$ cat src/rtl/x_calculator.sv
// X-coordinate update for one CORDIC micro-rotation.
// Computes x(i+1) = x(i) - m*sigma*(y(i)>>i) for the circular, linear and
// hyperbolic systems, using a single shared adder/subtractor. The result is
// registered with a one-cycle latency and carries a valid flag.
module x_calculator #(
    parameter int WIDTH     = 32,
    parameter bit VECTORING = 1'b1
) (
    input  logic             clock,
    input  logic             reset_n,
    input  logic             in_valid,
    input  logic [WIDTH-1:0] x,
    input  logic [WIDTH-1:0] y,
    input  logic [WIDTH-1:0] angle,
    input  logic [1:0]       mode,
    input  logic [WIDTH-1:0] y_shift,
    output logic [WIDTH-1:0] x_out,
    output logic             out_valid
);

    localparam logic [1:0] MODE_CIRCULAR   = 2'b00;
    localparam logic [1:0] MODE_LINEAR     = 2'b01;
    localparam logic [1:0] MODE_HYPERBOLIC = 2'b10;

    logic signed [WIDTH-1:0] x_s;
    logic signed [WIDTH-1:0] y_shift_s;
    logic signed [WIDTH-1:0] operand;
    logic signed [WIDTH-1:0] sum;
    logic                    sigma_pos;
    logic                    do_sub;
    logic                    do_update;
    logic [WIDTH-1:0]        x_out_d;
    logic [WIDTH-1:0]        x_out_q;
    logic                    out_valid_d;
    logic                    out_valid_q;
    logic                    unused_bits;

    // Only the sign bits of y and angle steer the rotation; the magnitudes
    // arrive already folded into y_shift.
    assign unused_bits = ^{y[WIDTH-2:0], angle[WIDTH-2:0]};

    // Rotation direction, add/sub select and the shared adder.
    always_comb begin
        x_s       = signed'(x);
        y_shift_s = signed'(y_shift);
        // Vectoring drives y toward zero: rotate positive while y is negative
        // (y == 0 counts as non-negative). Rotation drives the angle to zero.
        if (VECTORING)
            sigma_pos = y[WIDTH-1];
        else
            sigma_pos = ~angle[WIDTH-1];
        // Circular subtracts for sigma=+1; hyperbolic has m=-1 so the sense flips.
        do_sub    = ((mode == MODE_CIRCULAR)   &&  sigma_pos) ||
                    ((mode == MODE_HYPERBOLIC) && !sigma_pos);
        // Linear and the reserved encoding leave x untouched.
        do_update = (mode == MODE_CIRCULAR) || (mode == MODE_HYPERBOLIC);
        operand   = do_sub ? ~y_shift_s : y_shift_s;
        sum       = x_s + operand + signed'({{(WIDTH-1){1'b0}}, do_sub});
    end

    // Next-state values: capture on in_valid, otherwise hold x and drop valid.
    always_comb begin
        x_out_d     = x_out_q;
        out_valid_d = 1'b0;
        if (in_valid) begin
            x_out_d     = do_update ? unsigned'(sum) : x;
            out_valid_d = 1'b1;
        end
    end

    // Output register with asynchronous clear.
    always_ff @(posedge clock or negedge reset_n) begin
        if (!reset_n) begin
            x_out_q     <= '0;
            out_valid_q <= 1'b0;
        end else begin
            x_out_q     <= x_out_d;
            out_valid_q <= out_valid_d;
        end
    end

    assign x_out     = x_out_q;
    assign out_valid = out_valid_q;

endmodule

$ cat config.mk
export PLATFORM = sky130hd
export DESIGN_NAME = x_calculator
export DESIGN_NICKNAME = d
export VERILOG_FILES = /design/src/rtl/x_calculator.sv
export SDC_FILE = /design/constraint.sdc
export NUM_CORES = 1
export LEC_CHECK = 0
export CAP_MARGIN = 20
export CORE_UTILIZATION = 28
export CTS_CLUSTER_SIZE = 30
export DETAILED_ROUTE_END_ITERATION = 12
export HOLD_SLACK_MARGIN = 0.05
export PLACE_DENSITY = 0.69
export SETUP_SLACK_MARGIN = 0.02
export SLEW_MARGIN = 25
export SYNTH_ARGS = -nofsm -noshare
export SYNTH_HDL_FRONTEND = slang
export SYNTH_SLANG_ARGS = --single-unit
$ cat constraint.sdc
create_clock -name clock -period 1 [get_ports clock]
set_input_delay 0.1 -clock clock [delete_from_list [all_inputs] [get_ports clock]]
set_output_delay 0.1 -clock clock [all_outputs]
set_load 0.02 [all_outputs]
=== Word-level counts from Yosys, hierarchy flattened ===
Cells that the tools add are included.

* Register bits: 33
* Input port bits: 133
* Output and inout bits: 33

* Reductions and logical operators: 6
* Multiplexer cells: 3
* Add/subtract/negate cells: 2
* Eq/ne operators: 1
* Bitwise logic cells: 1

{| class="wikitable"
|+ Operators by type and width
! kind !! count
|-
| two-way mux 32 bit || 2
|-
| adder 32 x 2 -> 32 bit || 1
|-
| adder 32 bit || 1
|-
| inverter 32 bit || 1
|-
| equality test 2 bit (second input constant) || 1
|-
| logical AND 1 bit || 2
|-
| zero test 2 bit || 1
|-
| logical OR 1 bit || 2
|-
| zero test 1 bit || 1
|-
| two-way mux 1 bit || 1
|}

=== Depth between registers and ports, before layout ===
* Depth in word-level cells: 7
* Mapped depth: 14

=== Least setup slack after synthesis ===
No wires, ideal clock.

* Kind: input-to-reg
* From: in y[31]
* To: reg x_out_q[28], in the netlist x_out[28]
* Path slack: -2.503 ns
* Path buffers: 1
* Required time: 0.929 ns
* Library setup time: 0.071 ns
* Cell stages on the path: 14
* Data arrival time: 3.432 ns
* Cells stage by stage: xnor2_1 nor2_1 buf_1 xor2_1 inv_1 fa_1 and2b_1 o21ai_0 a21oi_1 o21ai_1 o311ai_2 a31oi_1 or4b_2 nand4_1

* Cells in the longest elaborated chain, start to end: 7
* Elaborated cells between the ends (all ways): 8
* Classes of those cells: add/sub (2); mux (2); reduce/logical (4)

{| class="wikitable"
|+ RTL lines
! item !! line !! source
|-
| start, declared || 13 || <nowiki>input logic [WIDTH-1:0] y,</nowiki>
|-
| zero test 1 bit || 54 || <nowiki>((mode == MODE_HYPERBOLIC) && !sigma_pos);</nowiki>
|-
| logical AND 1 bit || 54 ||
|-
| logical OR 1 bit * || 53 || <nowiki>do_sub = ((mode == MODE_CIRCULAR) && sigma_pos) ||</nowiki>
|-
| two-way mux 32 bit || 57 || <nowiki>operand = do_sub ? ~y_shift_s : y_shift_s;</nowiki>
|-
| adder 32 bit || 58 || <nowiki>sum = x_s + operand + signed'({{(WIDTH-1){1'b0}}, do_sub});</nowiki>
|-
| adder 32 x 2 -> 32 bit * || 58 ||
|-
| two-way mux 32 bit * || 66 || <nowiki>x_out_d = do_update ? unsigned'(sum) : x;</nowiki>
|-
| end signal, assigned || 77 || <nowiki>x_out_q <= x_out_d;</nowiki>
|-
| end, declared || 33 || <nowiki>logic [WIDTH-1:0] x_out_q;</nowiki>
|}

Mark *: on every way between the ends. The rest lies on a longest branch, timed or not.
A chain may end at the register's enable or synchronous reset.

=== Worst setup path after layout ===
* From: in mode[1]
* To: reg x_out_q[28], in the netlist x_out[28]

* Cells in the longest elaborated chain, start to end: 7
* Elaborated cells between the ends (all ways): 10
* Classes of those cells: add/sub (2); eq/ne (1); mux (2); reduce/logical (5)

{| class="wikitable"
|+ RTL lines
! item !! line !! source
|-
| start, declared || 15 || <nowiki>input logic [1:0] mode,</nowiki>
|-
| equality test 2 bit / zero test 2 bit (equally long branches) || 54, 56, 53 ||
|-
| logical AND 1 bit, on equally long branches || 54, 53 ||
|-
| logical OR 1 bit || 53 ||
|-
| two-way mux 32 bit || 57 ||
|-
| adder 32 bit || 58 ||
|-
| adder 32 x 2 -> 32 bit || 58 ||
|-
| two-way mux 32 bit * || 66 ||
|}

Marks and branches as above.

==> impl_metrics.env <==
export IMPL_yosys_warnings=0
export IMPL_pwr_density_cell_mw_per_mm2=1324
export IMPL_tightestPinTransition_ns=0.5747
export IMPL_hold_violations=0
export IMPL_wire_per_inst_um=15.94
export IMPL_drt_wl_total_mm=14.28
export IMPL_drv_slew=0
export IMPL_layout_commonest_cell="buf_4"
export IMPL_fin_setup_tns_ns=-47.17
export IMPL_min_to="out_valid$_DFF_PN0_"
export IMPL_violations="negative setup slack"
export IMPL_dp_hpwl_mm=10.39
export IMPL_path_clk_slew_ns=0.06
export IMPL_setup_ws_ns=-1.819
export IMPL_synth_ff_type="dfrtp_1"
export IMPL_synth_edf_count=0
export IMPL_fin_crit_ns=2.819
export IMPL_cp_data_arrival_time_ns=3.04
export IMPL_p_leak_nw=3.043
export IMPL_grt_max_degree=51
export IMPL_die_area_mm2=0.01346
export IMPL_worstSetupPathType="input pin to flip-flop"
export IMPL_via_per_inst=5.059
export IMPL_die_width_um=116.0
export IMPL_cts_tree="built"
export IMPL_most_common_layout_cells="buf_4 (143), clkdlybuf4s50_1 (63), nand2_1 (43)"
export IMPL_diodes=0
export IMPL_ctsHtreeMaxLevel=2
export IMPL_worst_clock_skew_ns=0
export IMPL_synth_nets=634
export IMPL_synth_largest_area_cell="dfrtp_1"
export IMPL_area_growth_pct=88.42
export IMPL_insertion_delay_ns=0.29
export IMPL_setup_viol_count_final=31
export IMPL_final_nets=890
export IMPL_hold_class="input pin to flip-flop"
export IMPL_grt_overflow=0
export IMPL_synth_cell_types=59
export IMPL_start_kind="input pin"
export IMPL_dr_pass1_iters=5
export IMPL_core_mm2=0.01267
export IMPL_fin_crit_sh_pct=281.9
export IMPL_synth_area_leaders="dfrtp_1 (23%), ha_1 (11%), xor2_1 (9.4%), a21oi_1 (6.3%), nand2_1 (4.6%)"
export IMPL_grt_util_all_layers_pct=20.47
export IMPL_ant_nets=0
export IMPL_drive_gt1_share_pct=42.40
export IMPL_synth_area_mm2=0.003641
export IMPL_syn_instance_count=467
export IMPL_fmax_mhz=354.8
export IMPL_cts_buffers=5
export IMPL_ir_worst_vdd_v=0.0005358
export IMPL_drtIter0Drc=195
export IMPL_hold_depth=2
export IMPL_rr_endpoint="x_out[22]$_DFFE_PN0P_"
export IMPL_dpl_cell_area_mm2=0.006001
export IMPL_post_route_drc_count=0
export IMPL_outcome="finished, violations left"
export IMPL_worstHoldStart="in_valid"
export IMPL_reg2reg_slack_ns=0.05
export IMPL_clock_sinks=33
export IMPL_p_total_mw=9.086
export IMPL_rsz0062_at_grt="yes"
export IMPL_globalplace_congestion=0.8989
export IMPL_worstSetupStartpoint="mode[1]"
export IMPL_fin_area_mm2=0.006860
export IMPL_worst_r2r_cell_count=2
export IMPL_cts_root_buffer_cell="clkbuf_16"
export IMPL_cap_violations=0
export IMPL_grt_pass1_vias=4563
export IMPL_netlist_area_leader_share_pct=22.68
export IMPL_avgSynthCellArea_um2=7.797
export IMPL_start_util_pct=28.74
export IMPL_yosysSeqAreaShare_pct=22.68
export IMPL_num_vias=4533
export IMPL_critPathMaxFanout=3
export IMPL_crit_required_ns=1.22
export IMPL_portBuffers=102
export IMPL_ys_async_sr_fraction_pct=100.0
export IMPL_timing_rr_start="x_out[22]$_DFFE_PN0P_"
export IMPL_antenna_found_initial=0
export IMPL_clockBufferDepth=2
export IMPL_crit_path_end_kind="flip-flop"
export IMPL_relSlewSlack_pct=61.55
export IMPL_rows=41
export IMPL_synth_seq_cells=33
export IMPL_io_pins=166
export IMPL_grt_pass1_wl_mm=21.58
export IMPL_hold_ws_ns=0.2516
export IMPL_die_y_um=116.0
## cell type report
cell class | instances | area (um2)
clock buffer | 8 | 136.4
fill | 1129 | 5811
timing repair buffer | 274 | 2336
inverter | 12 | 45.04
sequential | 33 | 825.8
multi-input combinational | 397 | 3302
tap | 172 | 215.2
## per-layer routing
| layer | part of all wire, % | GRT usage [%] | vias up |
|---|---|---|---|
| li1 | - | - | 2209 |
| met1 | 42 | 24.22 | 2160 |
| met2 | 51 | 37.22 | 135 |
| met3 | 4.2 | 2.615 | 29 |
| met4 | 2.6 | 8.291 | 0 |
| met5 | 0 | 0 | - |
## cell usage after synthesis (12+ instances only)
cell type,instances
a21oi_1,46
nand2_1,45
nor2_1,45
xor2_1,39
dfrtp_1,33
ha_1,33
o21ai_0,28
clkbuf_1,20
a31oi_1,18
nand3_1,18
a21o_1,14
inv_1,12
## cell families (layout without fill, tap and decap cells)
logic type,after synthesis,after routing,share of synthesized area [%]
muxes,5,5,1.443
AOI/OAI and AO/OA,155,155,27.90
DFF,33,33,22.68
adders and majority gates,34,34,11.89
and+or+nand+nor,157,157,20.89
buffers and inverters,37,294,4.124
xor gates and xnor gates,46,46,11.07
## worst max-delay path, stage by stage
cell	delay, ns
buf_8	0.10
xnor2_4	0.14
nor2_4	0.18
buf_12	0.13
xor2_2	0.18
inv_2	0.06
fa_2	0.38
and2b_2	0.25
o21ai_2	0.07
a21oi_2	0.21
o21ai_4	0.11
o311ai_4	0.39
a31oi_2	0.15
or4b_4	0.49
nand4_1	0.09
## where the power goes
group | internal (mW) | switching [mW]
logic | 2.97 | 2.85
registers | 1.58 | 0.131
clock network | 0.928 | 0.623
total | 5.48 | 3.61
## timing repair
action                                  in CTS  in global routing
resized for setup                          198                 78
pin swaps                                   54                 60
cloned                                       1                  0
endpoints found under the setup margin      65                 33
hold buffers                                 1                  0
endpoints found under the hold margin       33                  0
setup buffers                               13                 21
## stage by stage
step / utilization, % / cells / setup slack, ns
4_1_cts: 49.74 / 879 / -1.753
3_3_place_gp: 47.36 / 858 / -2.423
2_1_floorplan: - / 467 / -1.840
5_1_grt: 54.14 / 896 / -1.899
6_report: 54.14 / 896 / -1.819
3_5_place_dp: 47.36 / 858 / -2.481
## how the worst max path moves through the flow
stage                                  endpoint  slack [ns]  cells after the start
after floorplan           x_out[28]$_DFFE_PN0P_       -1.84                     14
after global placement    x_out[28]$_DFFE_PN0P_       -2.42                     14
after detailed placement  x_out[27]$_DFFE_PN0P_       -2.48                     15
after CTS                 x_out[27]$_DFFE_PN0P_       -1.75                     15
after global routing      x_out[28]$_DFFE_PN0P_       -1.90                     15
final                     x_out[28]$_DFFE_PN0P_       -1.82                     15
## sequential cells by signal, summed over array words and instances (netlist names)
signal     cells
out_valid      1
x_out         32
Power figures use the tool's default switching activity.
